===== config.mk =====
export PLATFORM = sky130hd
export DESIGN_NAME = cmd_fifo_arb
export DESIGN_NICKNAME = d
export VERILOG_FILES = /design/src/rtl/cmd_fifo_arb.sv
export SDC_FILE = /design/constraint.sdc
export NUM_CORES = 1
export LEC_CHECK = 0
export CAP_MARGIN = 20
export CELL_PAD_IN_SITES_DETAIL_PLACEMENT = 1
export CELL_PAD_IN_SITES_GLOBAL_PLACEMENT = 1
export CORE_AREA = 2 2 213 215
export CTS_CLUSTER_SIZE = 40
export DETAILED_ROUTE_END_ITERATION = 10
export DIE_AREA = 0 0 215 217
export PLACE_DENSITY = 0.49
export SYNTH_ARGS = -nofsm -noshare
export SYNTH_HDL_FRONTEND = slang
export SYNTH_SLANG_ARGS = --single-unit
export TNS_END_PERCENT = 1

===== constraint.sdc =====
create_clock -name clk -period 2.8 [get_ports clk]
set_input_delay 0.56 -clock clk [delete_from_list [all_inputs] [get_ports clk]]
set_output_delay 0.56 -clock clk [all_outputs]
set_load 0.005 [all_outputs]

===== src/rtl/cmd_fifo_arb.sv =====
// Two-requester round-robin arbiter in front of the cmd_fifo push port.
// A multi-beat write burst keeps its grant until the last beat, so bursts never interleave.
module cmd_fifo_arb #(
    parameter int TYPE_WIDTH = 2,
    parameter int ADDR_WIDTH = 27,
    parameter int BRST_WIDTH = 6,
    parameter int DATA_WIDTH = 128,
    parameter int MASK_WIDTH = 16
) (
    input  logic                  clk,
    input  logic                  rst,
    input  logic                  io_m0_valid,
    output logic                  io_m0_ready,
    input  logic [TYPE_WIDTH-1:0] io_m0_cmd_type,
    input  logic [ADDR_WIDTH-1:0] io_m0_addr,
    input  logic [BRST_WIDTH-1:0] io_m0_burst_cnt,
    input  logic [DATA_WIDTH-1:0] io_m0_wt_data,
    input  logic [MASK_WIDTH-1:0] io_m0_wt_mask,
    input  logic                  io_m1_valid,
    output logic                  io_m1_ready,
    input  logic [TYPE_WIDTH-1:0] io_m1_cmd_type,
    input  logic [ADDR_WIDTH-1:0] io_m1_addr,
    input  logic [BRST_WIDTH-1:0] io_m1_burst_cnt,
    input  logic [DATA_WIDTH-1:0] io_m1_wt_data,
    input  logic [MASK_WIDTH-1:0] io_m1_wt_mask,
    output logic                  io_push_valid,
    input  logic                  io_push_ready,
    output logic [TYPE_WIDTH-1:0] io_push_cmd_type,
    output logic [ADDR_WIDTH-1:0] io_push_addr,
    output logic [BRST_WIDTH-1:0] io_push_burst_cnt,
    output logic [DATA_WIDTH-1:0] io_push_wt_data,
    output logic [MASK_WIDTH-1:0] io_push_wt_mask,
    output logic                  io_push_src,
    output logic                  io_proto_err
);

    typedef enum logic {
        IDLE  = 1'b0,
        BURST = 1'b1
    } state_t;

    localparam logic [TYPE_WIDTH-1:0] TYPE_WT = TYPE_WIDTH'(2);

    state_t                  state_q, state_d;
    logic                    rr_ptr_q, rr_ptr_d;
    logic                    lock_src_q, lock_src_d;
    logic [BRST_WIDTH-1:0]   beat_cnt_q, beat_cnt_d;
    logic [BRST_WIDTH-1:0]   burst_len_q, burst_len_d;
    logic                    proto_err_q, proto_err_d;

    logic                    sel;
    logic                    sel_valid;
    logic                    xfer;

    // Selection uses only pre-update state, so a request racing the last burst beat waits a cycle.
    always_comb begin
        sel = rr_ptr_q;
        if (state_q == BURST) begin
            sel = lock_src_q;
        end else if (io_m0_valid && !io_m1_valid) begin
            sel = 1'b0;
        end else if (io_m1_valid && !io_m0_valid) begin
            sel = 1'b1;
        end
    end

    always_comb begin
        sel_valid         = io_m0_valid;
        io_push_cmd_type  = io_m0_cmd_type;
        io_push_addr      = io_m0_addr;
        io_push_burst_cnt = io_m0_burst_cnt;
        io_push_wt_data   = io_m0_wt_data;
        io_push_wt_mask   = io_m0_wt_mask;
        if (sel) begin
            sel_valid         = io_m1_valid;
            io_push_cmd_type  = io_m1_cmd_type;
            io_push_addr      = io_m1_addr;
            io_push_burst_cnt = io_m1_burst_cnt;
            io_push_wt_data   = io_m1_wt_data;
            io_push_wt_mask   = io_m1_wt_mask;
        end
    end

    assign io_push_src   = sel;
    assign io_push_valid = sel_valid && !rst;
    assign io_m0_ready   = !rst && !sel && io_push_ready;
    assign io_m1_ready   = !rst && sel && io_push_ready;
    assign io_proto_err  = proto_err_q && !rst;
    assign xfer          = io_push_valid && io_push_ready;

    always_comb begin
        state_d     = state_q;
        rr_ptr_d    = rr_ptr_q;
        lock_src_d  = lock_src_q;
        beat_cnt_d  = beat_cnt_q;
        burst_len_d = burst_len_q;
        proto_err_d = 1'b0;
        if (xfer) begin
            if (state_q == IDLE) begin
                if (io_push_cmd_type == TYPE_WT && io_push_burst_cnt != '0) begin
                    state_d     = BURST;
                    lock_src_d  = sel;
                    burst_len_d = io_push_burst_cnt;
                    beat_cnt_d  = BRST_WIDTH'(1);
                end else begin
                    rr_ptr_d = ~sel;
                end
            end else begin
                proto_err_d = (io_push_cmd_type != TYPE_WT) ||
                              (io_push_burst_cnt != burst_len_q);
                // beat_cnt tops out at burst_len, which fits in BRST_WIDTH bits.
                if (beat_cnt_q == burst_len_q) begin
                    state_d    = IDLE;
                    beat_cnt_d = '0;
                    rr_ptr_d   = ~lock_src_q;
                end else begin
                    beat_cnt_d = beat_cnt_q + BRST_WIDTH'(1);
                end
            end
        end
    end

    always_ff @(posedge clk) begin
        if (rst) begin
            state_q     <= IDLE;
            rr_ptr_q    <= 1'b0;
            lock_src_q  <= 1'b0;
            beat_cnt_q  <= '0;
            burst_len_q <= '0;
            proto_err_q <= 1'b0;
        end else begin
            state_q     <= state_d;
            rr_ptr_q    <= rr_ptr_d;
            lock_src_q  <= lock_src_d;
            beat_cnt_q  <= beat_cnt_d;
            burst_len_q <= burst_len_d;
            proto_err_q <= proto_err_d;
        end
    end

endmodule


==> out/metrics.csv <==
metric,value,unit
cells along the critical path,clkdlybuf4s15_2 -> a21boi_4 -> o31ai_4 -> buf_12 -> buf_12 -> buf_16 -> mux2_2 -> clkdlybuf4s50_1,
"Max FO, Critical Path",12,
WP data required,2.24,ns
post-synth top area cell,mux2_2,
CP endpoint kind,output port,
Congestion Overflow GR,0,
FP Rows,78,
FF-to-FF path depth,9,
endpoints failing setup,64,
Layout Nets,1247,
vias,4995,
Clock Tree Buf Depth,2,
H-tree levels,1,
share of layout cells above drive strength 1,33.67,%
Final Hold Vio Count,0,
Die Area,0.04666,mm2
max incr delay on CP,0.48,ns
Pleak,3.866,nW
Synth top area share,63.64,%
Max Cap Viol,0,
worst hold slack,0.5542,ns
IO buf count,546,
CTS tree,built,
"commonest cells after routing, fill and taps aside","clkdlybuf4s50_1 (394), mux2_2 (123), buf_2 (54)",
status,"finished, violations left",
fill count,5293,
synthesis-stage register bit count,16,
detailed-route DRC error count,0,
drt via density,3.359,
Synth Area per Inst,9.677,um2
DRT antenna net count,0,
WL per Instance,23.31,um
fin. max-slew vios,0,
worst relative slew slack,63.58,%
first-pass GRT wire length,45990,um
fmax,333.5,MHz
core area,0.04470,mm2
Syn Nets,684,
total global-route track usage,13.96,%
maximum vdd ir drop,150.9,uV
DP HPWL,30320,um
post-route design area,0.009731,mm2
GP Congestion,0.8387,
CTS sink cnt,16,
area post-placement,0.009482,mm2
chip width,215,um
worst hold path class,register to register,
num ports,547,
Starting Density,6.928,%
worst-margin pin slew,0.5311,ns
Area Growth Syn to Fin,214.2,%
synth warn,0,
PwrDens,233.3,mW/mm2
synthesized area,0.003097,mm2
"Seq/Total Area, Yosys",10.34,%
total power draw,0.002270,W
Die Height,217,um
failing checks,setup timing,
RSZ-0062 raised after global routing,yes,
Startpoint Class,input pin,
Clock Pin Slew Worst Setup and Hold Paths,0.05,ns
largest net degree at the start of global routing,24,
Synth cell types,35,
total CTS buffers,3,
CP dominant cell by count,buf_12,
Setup Skew,0.002698,ns
root buffer cell,clkbuf_16,
worst setup slack after layout,-0.1987,ns
Iter 0 DRT Violations,204,
Cells on Worst Hold Path,2,
shortest period the worst path allows,2.999,ns
initial antenna violation count,16,
vias in the first global route,5285,
later-pin clock latency in the skew report,0.25,ns
critical path class,input pin to output port,
Syn Inst Count,320,
"commonest non-fill, non-tap cell in the layout",clkdlybuf4s50_1,
crit path DAT,2.44,ns
iteration count of the initial detailed-routing pass,4,
CP max-delay cell,clkdlybuf4s50_1,
largest cells by area after synthesis,"mux2_2 (64%), dfxtp_1 (10%), buf_2 (3.4%), mux2i_1 (2.9%), nor2_1 (2.3%)",
dpl ws,-0.7269,ns
Post-Route WL,34660,um
fin crit share,107.1,%
-- cells by family (layout without fill, tap and decap cells) --
group                    count (synthesis)  after routing  share of synthesized area [%]
adder cells (fa/ha/maj)                  1              1                         0.4040
AND/OR/NAND/NOR                         48             48                          8.041
other                                    0              5                              0
AO/OA/AOI/OAI                           31             31                          7.192
multiplexers                           184            184                          66.55
buffers and inverters                   29            591                          4.364
flip-flops                              16             16                          10.34
XOR/XNOR                                11             11                          3.111
-- synth_stat cells (all sizes together) --
cell type  number
a211o           1
a211oi          4
a21boi          2
a21o            3
a21oi           8
a22oi           2
a311oi          1
a31oi           1
a32o            1
a32oi           1
buf            21
clkbuf          3
dfxtp          16
ha              1
inv             5
mux2          175
mux2i           9
nand2           5
nand2b          3
nand3           2
nand4b          1
nor2           19
nor2b           5
nor3            4
nor3b           1
nor4            4
o21ai           5
o21bai          1
o31ai           1
or3             3
or4             1
xnor2           7
xor2            4
-- path summary, 6_finish.rpt --
| check | from | endpoint | slack [ns] |
|---|---|---|---|
| worst max register to register | rr_ptr_q | rr_ptr_q | 0.33 |
| worst max-delay path | io_m0_valid | io_push_addr[15] | -0.20 |
| worst min-delay path | rr_ptr_q | rr_ptr_q | 0.55 |
| worst min register to register | rr_ptr_q | rr_ptr_q | 0.55 |
-- power by group --
| group | internal, W | leakage, nW | total (W) | switching (W) |
|---|---|---|---|---|
| logic | 0.00113 | 3.69 | 0.00172 | 0.000584 |
| registers | 0.000233 | 0.129 | 0.000241 | 0.00000757 |
| clock network | 0.000217 | 0.0442 | 0.000314 | 0.0000963 |
-- critical path, delay by kind of cell --
kind | cells | cell delay, ns
AOI/OAI and AO/OA | 2 | 0.36
muxes | 1 | 0.35
buffers and inverters | 5 | 1.15
-- layer usage --
layer / vias up / wire (um) / GRT usage [%]
met5: - / 138 / 0
met4: 24 / 454 / 2.069
met3: 42 / 3085 / 5.465
met2: 240 / 17080 / 24.25
met1: 2352 / 13900 / 16.56
li1: 2337 / - / -
-- final cells by class --
cell class	count	area [um2]	share of cell area [%]
multi-input combinational	275	2869	29.48
inverter	5	18.77	0.1929
tap	600	750.7	7.715
timing repair buffer	582	5670	58.27
clock buffer	4	88.84	0.9129
sequential	16	320.3	3.292
antenna	5	12.51	0.1286
-- sequential cells by signal, summed over array words and instances, names as in the netlist --
name	count
rr_ptr_q	1
proto_err_q	1
burst_len_q	6
state_q	1
beat_cnt_q	6
lock_src_q	1
-- through the flow --
step,instances,util (%),TNS (ns)
after floorplan,320,-,0
after global placement,1470,21.21,-112.69
after detailed placement,1470,21.21,-114.26
final,1487,21.77,-7.263
after global routing,1482,21.74,-11.21
after CTS,1477,21.50,-9.563
-- repair_timing --
action	4_1_cts	5_1_grt
setup buffers	1	5
setup endpoints to repair	198	109
pin swaps	1	0
hold buffers	0	0
gates resized for setup	401	49
cloned	2	0
Power figures use the tool's default switching activity.
